==> src/rtl/uart_tx_if.sv <==
// uart_tx_if: byte-load handshake and status bundle between controller and UART TX.
// master = controller (req/data/clr out), slave = transmitter (status and line out).
interface uart_tx_if;
  logic       tx_req;
  logic [7:0] tx_data;
  logic       tx_error_clr;
  logic       tx_empty;
  logic       tx_busy;
  logic       tx_error;
  logic       tx_serial;

  modport master (
    output tx_req,
    output tx_data,
    output tx_error_clr,
    input  tx_empty,
    input  tx_busy,
    input  tx_error,
    input  tx_serial
  );

  modport slave (
    input  tx_req,
    input  tx_data,
    input  tx_error_clr,
    output tx_empty,
    output tx_busy,
    output tx_error,
    output tx_serial
  );
endinterface

==> src/rtl/uart_tx.sv <==
// uart_tx: double-buffered 8N1 serialiser (8E1 when UART_TX_PARITY_EN is defined).
// Ports: clk, rst_n (async low); bus = uart_tx_if.slave (req/data/clr in; empty/busy/error/serial out).
module uart_tx #(
  parameter int CLK_FREQ_HZ = 10_000_000,
  parameter int BAUD_RATE   = 115_200,
  parameter int STOP_BITS   = 1
) (
  input  logic     clk,
  input  logic     rst_n,
  uart_tx_if.slave bus
);
  localparam int CLKS_PER_BIT = CLK_FREQ_HZ / BAUD_RATE;
  localparam int CW = $clog2(CLKS_PER_BIT);
  localparam logic [CW-1:0] RELOAD = CW'(CLKS_PER_BIT - 1);
  localparam logic [2:0] LAST_STOP = 3'(STOP_BITS - 1);

  if (CLKS_PER_BIT < 2) begin : g_bad_cpb
    $error("uart_tx: CLKS_PER_BIT must be >= 2");
  end
  if (STOP_BITS != 1 && STOP_BITS != 2) begin : g_bad_stop
    $error("uart_tx: STOP_BITS must be 1 or 2");
  end

  typedef enum logic [2:0] {
    S_IDLE,
    S_START,
    S_DATA,
`ifdef UART_TX_PARITY_EN
    S_PARITY,
`endif
    S_STOP
  } state_e;

  state_e        state_q, state_d;
  logic [CW-1:0] cnt_q, cnt_d;
  logic [2:0]    bidx_q, bidx_d;
  logic [7:0]    sh_q, sh_d;
  logic [7:0]    hold_q, hold_d;
  logic          hv_q, hv_d;
  logic          err_q, err_d;
  logic          ser_q, ser_d;
`ifdef UART_TX_PARITY_EN
  logic          par_q, par_d;
`endif
  logic          xfer;

  always_ff @(posedge clk or negedge rst_n) begin
    if (!rst_n) begin
      state_q <= S_IDLE;
      cnt_q   <= '0;
      bidx_q  <= '0;
      sh_q    <= '0;
      hold_q  <= '0;
      hv_q    <= 1'b0;
      err_q   <= 1'b0;
      ser_q   <= 1'b1;
`ifdef UART_TX_PARITY_EN
      par_q   <= 1'b0;
`endif
    end else begin
      state_q <= state_d;
      cnt_q   <= cnt_d;
      bidx_q  <= bidx_d;
      sh_q    <= sh_d;
      hold_q  <= hold_d;
      hv_q    <= hv_d;
      err_q   <= err_d;
      ser_q   <= ser_d;
`ifdef UART_TX_PARITY_EN
      par_q   <= par_d;
`endif
    end
  end

  always_comb begin
    state_d = state_q;
    cnt_d   = cnt_q;
    bidx_d  = bidx_q;
    sh_d    = sh_q;
    hold_d  = hold_q;
    hv_d    = hv_q;
    err_d   = err_q;
    ser_d   = ser_q;
`ifdef UART_TX_PARITY_EN
    par_d   = par_q;
`endif
    xfer    = 1'b0;

    // a request against a full holding register is dropped
    if (bus.tx_req && !hv_q) begin
      hold_d = bus.tx_data;
      hv_d   = 1'b1;
    end
    if (bus.tx_req && hv_q) begin
      err_d = 1'b1;
    end else if (bus.tx_error_clr) begin
      err_d = 1'b0;
    end

    unique case (state_q)
      S_IDLE: begin
        if (hv_q) xfer = 1'b1;
      end
      S_START: begin
        if (cnt_q == '0) begin
          cnt_d   = RELOAD;
          bidx_d  = '0;
          state_d = S_DATA;
          ser_d   = sh_q[0];
        end else begin
          cnt_d = cnt_q - 1'b1;
        end
      end
      S_DATA: begin
        if (cnt_q == '0) begin
          cnt_d = RELOAD;
          if (bidx_q == 3'd7) begin
            bidx_d = '0;
`ifdef UART_TX_PARITY_EN
            state_d = S_PARITY;
            ser_d   = par_q;
`else
            state_d = S_STOP;
            ser_d   = 1'b1;
`endif
          end else begin
            bidx_d = bidx_q + 3'd1;
            sh_d   = sh_q >> 1;
            ser_d  = sh_q[1];
          end
        end else begin
          cnt_d = cnt_q - 1'b1;
        end
      end
`ifdef UART_TX_PARITY_EN
      S_PARITY: begin
        if (cnt_q == '0) begin
          cnt_d   = RELOAD;
          bidx_d  = '0;
          state_d = S_STOP;
          ser_d   = 1'b1;
        end else begin
          cnt_d = cnt_q - 1'b1;
        end
      end
`endif
      S_STOP: begin
        if (cnt_q == '0) begin
          // bit index doubles as the stop-bit counter
          if (bidx_q == LAST_STOP) begin
            if (hv_q) xfer = 1'b1;
            else state_d = S_IDLE;
          end else begin
            cnt_d  = RELOAD;
            bidx_d = bidx_q + 3'd1;
          end
        end else begin
          cnt_d = cnt_q - 1'b1;
        end
      end
      default: state_d = S_IDLE;
    endcase

    // shifter load; also chains the next frame straight off the stop bit
    if (xfer) begin
      sh_d    = hold_q;
      hv_d    = 1'b0;
      state_d = S_START;
      ser_d   = 1'b0;
      cnt_d   = RELOAD;
      bidx_d  = '0;
`ifdef UART_TX_PARITY_EN
      par_d   = ^hold_q;
`endif
    end
  end

  assign bus.tx_empty  = !hv_q;
  assign bus.tx_busy   = (state_q != S_IDLE);
  assign bus.tx_error  = err_q;
  assign bus.tx_serial = ser_q;
endmodule

==> src/flat_wrapper.sv <==
// flat-port wrapper written by rule: the top's interface ports become plain ports
module uart_tx_flat 
#(
  parameter int CLK_FREQ_HZ = 10_000_000,
  parameter int BAUD_RATE   = 115_200,
  parameter int STOP_BITS   = 1
)
  (clk, rst_n, bus_tx_req, bus_tx_data, bus_tx_error_clr, bus_tx_empty, bus_tx_busy, bus_tx_error, bus_tx_serial);
  uart_tx_if bus_i ();
  input  logic clk;
  input  logic rst_n;
  input wire logic [$bits(bus_i.tx_req)-1:0] bus_tx_req;
  input wire logic [$bits(bus_i.tx_data)-1:0] bus_tx_data;
  input wire logic [$bits(bus_i.tx_error_clr)-1:0] bus_tx_error_clr;
  output wire logic [$bits(bus_i.tx_empty)-1:0] bus_tx_empty;
  output wire logic [$bits(bus_i.tx_busy)-1:0] bus_tx_busy;
  output wire logic [$bits(bus_i.tx_error)-1:0] bus_tx_error;
  output wire logic [$bits(bus_i.tx_serial)-1:0] bus_tx_serial;
  assign bus_i.tx_req = bus_tx_req;
  assign bus_i.tx_data = bus_tx_data;
  assign bus_i.tx_error_clr = bus_tx_error_clr;
  assign bus_tx_empty = bus_i.tx_empty;
  assign bus_tx_busy = bus_i.tx_busy;
  assign bus_tx_error = bus_i.tx_error;
  assign bus_tx_serial = bus_i.tx_serial;
  uart_tx #(.CLK_FREQ_HZ(CLK_FREQ_HZ), .BAUD_RATE(BAUD_RATE), .STOP_BITS(STOP_BITS)) u_core (.clk(clk), .rst_n(rst_n), .bus(bus_i));
endmodule
==> config.mk <==
export PLATFORM = sky130hd
export DESIGN_NAME = uart_tx_flat
export DESIGN_NICKNAME = d
export VERILOG_FILES = /design/src/rtl/uart_tx_if.sv /design/src/rtl/uart_tx.sv /design/src/flat_wrapper.sv
export SDC_FILE = /design/constraint.sdc
export NUM_CORES = 1
export LEC_CHECK = 0
export CAP_MARGIN = 30
export CORE_ASPECT_RATIO = 0.75
export CORE_MARGIN = 2
export CORE_UTILIZATION = 30
export DETAILED_ROUTE_END_ITERATION = 10
export GPL_TIMING_DRIVEN = 0
export HOLD_SLACK_MARGIN = 0.06
export PLACE_DENSITY = 0.48
export SLEW_MARGIN = 20
export SYNTH_ARGS = -nofsm -noshare
export SYNTH_HDL_FRONTEND = slang
export SYNTH_SLANG_ARGS = --single-unit
==> constraint.sdc <==
create_clock -name clk -period 4.8 [get_ports clk]
set_input_delay 0.96 -clock clk [delete_from_list [all_inputs] [get_ports clk]]
set_output_delay 0.96 -clock clk [all_outputs]
set_load 0.01 [all_outputs]
Yosys cells after proc, flatten, opt, wreduce, memory -nomap -nowiden
Cells that the tools add are included.

Add/subtract/negate cells: 2. Eq/ne operators: 14. Mux-type cells: 37. Reductions and logical operators: 20.

Operators by type and width (count): 2-to-1 mux 3 bit (13); 2-to-1 mux 8 bit (4); 2-to-1 mux 7 bit (4); != test 3 x 1 -> 1 bit (second input constant) (5); case mux 7 bit (2 select lines) (1); case mux 3 bit (4 select lines) (1); 2-to-1 mux 1 bit (11); case mux 3 bit (3 select lines) (1); nonzero test 3 bit (3); nonzero test 2 bit (4); logical NOT 7 bit (1); AND reduction 7 bit (1); subtractor 7 x 1 -> 7 bit (second input constant) (1); equality test 3 x 2 -> 1 bit (second input constant) (2); logical NOT 3 bit (2); AND reduction 3 bit (2); AND reduction 5 bit (1); != test 2 x 1 -> 1 bit (second input constant) (2); != test 4 x 3 -> 1 bit (second input constant) (1); case mux 1 bit (2 select lines) (2); nonzero test 4 bit (1); adder 3 x 1 -> 3 bit (second input constant) (1); equality test 3 x 1 -> 1 bit (second input constant) (1); equality test 3 bit (second input constant) (1); other kinds (6) (7).

Register bits: 32. Input bits: 12. Output and inout port bits: 4. Word-level logic and storage cells: 81.

Depth between registers and ports, before layout
Depth in word-level cells: 6. Mapped depth: 8. Depth with buffers taken out: 6.

Worst setup path after synthesis
No wires, ideal clock.

Path kind: register -> register. Start point: register u_core.cnt_q[0]. End point: register u_core.sh_q[0]. Setup time: 125 ps. Data arrival time: 2140 ps. Data required time: 4675 ps. Path slack: 2535 ps. Stages on the path, launching flop included: 8. Path buffers: 1. Period minus slack after synthesis: 2265 ps. Cells stage by stage: dfrtp_1 > inv_1 > ha_1 > or4b_1 > buf_6 > o31a_4 > o2bb2ai_4 > mux2_2.

Longest elaborated chain between the ends: 5. Elaborated cells on any way between the ends: 8. Those cells by class: eq/ne: 1; mux: 3; reduce/logical: 4.

RTL lines: start, declared (RTL line uart_tx.sv:35) `logic [CW-1:0] cnt_q, cnt_d;`; start signal, assigned (RTL line uart_tx.sv:62) `cnt_q <= cnt_d;`; logical NOT 7 bit * (RTL line uart_tx.sv:115, uart_tx.sv:148); 2-to-1 mux 1 bit (RTL line uart_tx.sv:148) `if (cnt_q == '0) begin`; case mux 1 bit (2 select lines) (RTL line uart_tx.sv:100) `unique case (state_q)`; != test 2 x 1 -> 1 bit (no source line) or nonzero test 2 bit (tied branches); AND reduction 3 bit (no source line); end signal, assigned (RTL line uart_tx.sv:52) `sh_q <= '0;`; end signal, assigned (RTL line uart_tx.sv:64) `sh_q <= sh_d;`; end, declared (RTL line uart_tx.sv:37) `logic [7:0] sh_q, sh_d;`.

Every way passes the cells marked *; elsewhere a longest branch is shown, timed or not. A chain may end at the register's enable or synchronous reset.

Worst setup path in the final report
Start point: register u_core.state_q[0]. End point: output port bus_tx_busy.

Longest elaborated chain between the ends: 1.

RTL lines: start, declared (RTL line uart_tx.sv:34) `state_e state_q, state_d;`; start signal, assigned (RTL line uart_tx.sv:61) `state_q <= state_d;`; nonzero test 3 bit (RTL line uart_tx.sv:179) `assign bus.tx_busy = (state_q != S_IDLE);`; end, declared (RTL line flat_wrapper.sv:16) `output wire logic [$bits(bus_i.tx_busy)-1:0] bus_tx_busy;`.

Every way passes these cells.

==> run metrics <==
syn nets 199; antenna cells 0; Synth Instances 179; GRT Util Overall ~14%; setup TNS 0 ps; cts repair resizes 0; final setup vio count 0; Post-synth EDFFs 0; asr flop ratio synth 100%; CP required about 3800 ps; Worst setup SP type register; top_reg_cell synth dfrtp_1; io pins 16; Post-layout nets 222; Setup CP Type reg -> out; Least-Margin Pin Slew 712 ps; Yosys warning count 0; first-pass GRT wire length 6910 um; max-cap viol count 0; post-DP HPWL 2920 um; Pint 776 uW; Switching Share 41.2%; syn avg cell area approximately 9.8 um2; clk slew on worst S/H paths 70 ps; hold path startpoint u_core.bus.tx_serial$_DFFE_PN1P_; Via density 4.89; clock tree root buffer cell clkbuf_8; leading cell type in the layout, fill and taps excluded dfrtp_1; CTS H-tree depth 2; layout cells sized above 1 13.8%; Logic pwr share 50.2%; Slew Limit Headroom around half; Die Span Y 70.2 um; maximum clock frequency ~350 MHz; commonest non-fill, non-tap cells in the layout dfrtp_1, nand2_1, inv_1; Netlist cell types 44; Tot Pwr between 1 and 1.5 mW; net switching power approximately 540 uW; clk buf depth 2; status complete, no violations; Detailed Route WL 3960 um; Seq pwr share 32.2%; period utilization 59.7%; num rows 24; synth top area cells dfrtp_1, mux2_2, ha_1; die area 0.00648 mm2; Initial DRT Pass Iterations 4; synthesis-to-layout area growth 21.1%; unrepaired setup endpoints after global routing no; WHS Endpoint u_core.bus.tx_serial$_DFFE_PN1P_; Placer Congestion 0.766; Post-CTS Setup Bufs 0; Clk pwr share 17.6%; critical path arrival ~1900 ps; DP Cell Count ~270; hold_buf cts 0; TritonCTS clock tree done; Pleak 0.910 nW; r2r setup slk 2380 ps; Num CTS Buffers 5; Core Box Area 0.00574 mm2; Mapped Area ~0.0018 mm2; pin count of the biggest net entering global routing 19; worst clock skew 3.49 ps; post-route ant nets 0; final cell count without fillers around 280; top cell type's share of synthesized area 42.8%; PwrDens slightly above 600 mW/mm2; R2R Path End u_core.sh_q[3]$_DFFE_PN0P_; sequential area share after synthesis 44.3%; pre-CTS setup slack between 2000 and 2500 ps; final hold violations 0; synthesis-stage register bit count 31; DR DRC count 0; wire length per cell 14.1 um; cells on worst reg2reg path 7; Setup crit end kind output pin; number of DRC markers in iteration 0 between 40 and 50; CTS sink cnt 31; Final min period 2870 ps; dominant cell type by area after synthesis dfrtp_1; Starting Density 30.6%; Worst IR Drop VDD between 150 and 200 uV; Crit Path Max Fanout 9; HP Class reg -> reg; Pins Over Slew Limit 0; Final Worst Setup Slack 1930 ps; Die X 92.3 um; origin of the critical flop-to-flop path u_core.cnt_q[0]$_DFFE_PN0P_; total number of vias 1373; GRT overflow 0; clock latency reported for the late side of the worst-skew pair 280 ps; vias in the first global route 1310; hold path depth 2; initial antenna violation count 0; port bufs 15
[cell families after synthesis]
| kind of cell | count (synthesis) | synth area share [%] |
|---|---|---|
| adders and majority gates | 8 | 5.71 |
| muxes | 12 | 7.49 |
| AOI/OAI and AO/OA | 47 | 19.3 |
| and+or+nand+nor | 55 | 16.7 |
| DFF | 31 | 44.3 |
| buffers and inverters | 26 | 6.49 |
[power groups by stage]
| stage | sequential (mW) | combinational, mW | clock [mW] |
|---|---|---|---|
| global route | 0.441 | 0.746 | 0.253 |
| CTS | 0.424 | 0.663 | 0.236 |
| floorplan | 0.416 | 0.487 | 0 |
| global placement | 0.429 | 0.659 | 0 |
| finish | 0.425 | 0.661 | 0.232 |
| detailed placement | 0.429 | 0.661 | 0 |
[layer usage]
metal | part of all wire (%) | vias up | track usage, % | routed length, um
li1 | - | 682 | - | -
met5 | 0 | - | 0 | 0
met4 | 0.76 | 0 | 3.48 | 30
met3 | 4.2 | 2 | 3.56 | 167
met1 | 57 | 661 | 22.8 | 2260
met2 | 38 | 28 | 17.2 | 1500
[flip-flops by register name, summed over array words and instances, names as in the netlist]
register and cells:
u_core.hv_q 1, u_core.sh_q 8, u_core.cnt_q 7, u_core.bus.tx_error 1
u_core.bidx_q 3, u_core.bus.tx_serial 1, u_core.hold_q 8, u_core.state_q 2
[per-stage QoR]
step | utilization [%] | cell area [um2] | hold slack [ps]
2_1_floorplan | - | 1750 | 452
3_3_place_gp | 34.9 | 2000 | 465
3_5_place_dp | 35.3 | 2020 | 463
4_1_cts | 37.0 | 2120 | 475
5_1_grt | 37.0 | 2120 | 496
6_report | 37.0 | 2120 | 472
[critical path, cell delays in order, from the launching register on]
cell	delay (ps)
dfrtp_1	410
inv_1	90
ha_1	250
clkinv_1	300
clkdlybuf4s50_1	570
[synth_stat cells, types with 2 or more instances]
master and n:
a21oi_1 9, a31oi_1 2, buf_6 2, clkbuf_1 3
dfrtp_1 30, ha_1 8, inv_1 19, mux2_2 9
mux2i_1 3, nand2_1 20, nand2b_1 2, nand3b_1 2
nor2_1 10, nor2b_1 3, nor3_1 4, o21ai_0 16
o32ai_1 8, or3_1 3
[worst max-delay path by stage]
stage,start,end,slack [ps],depth (start not counted)
after floorplan,u_core.cnt_q[0]$_DFFE_PN0P_,u_core.sh_q[0]$_DFFE_PN0P_,2540,7
after global placement,rst_n,u_core.cnt_q[3]$_DFFE_PN0P_,2080,1
after detailed placement,u_core.state_q[1]$_DFFE_PN0P_,bus_tx_busy,2230,4
after CTS,u_core.state_q[1]$_DFFE_PN0P_,bus_tx_busy,1930,4
after global routing,u_core.state_q[0]$_DFFE_PN0P_,bus_tx_busy,1800,4
final,u_core.state_q[0]$_DFFE_PN0P_,bus_tx_busy,1930,4
[layout make-up]
type	instances	area, um2
fillers	578	3610
flip-flops and latches	31	777
multi-input cells	122	862
plain buffers	6	38.8
inverters	20	75.1
repair buffers	16	173
clock buffers	8	100
well taps	78	97.6
Note: power is estimated with default switching activity, not from simulation.
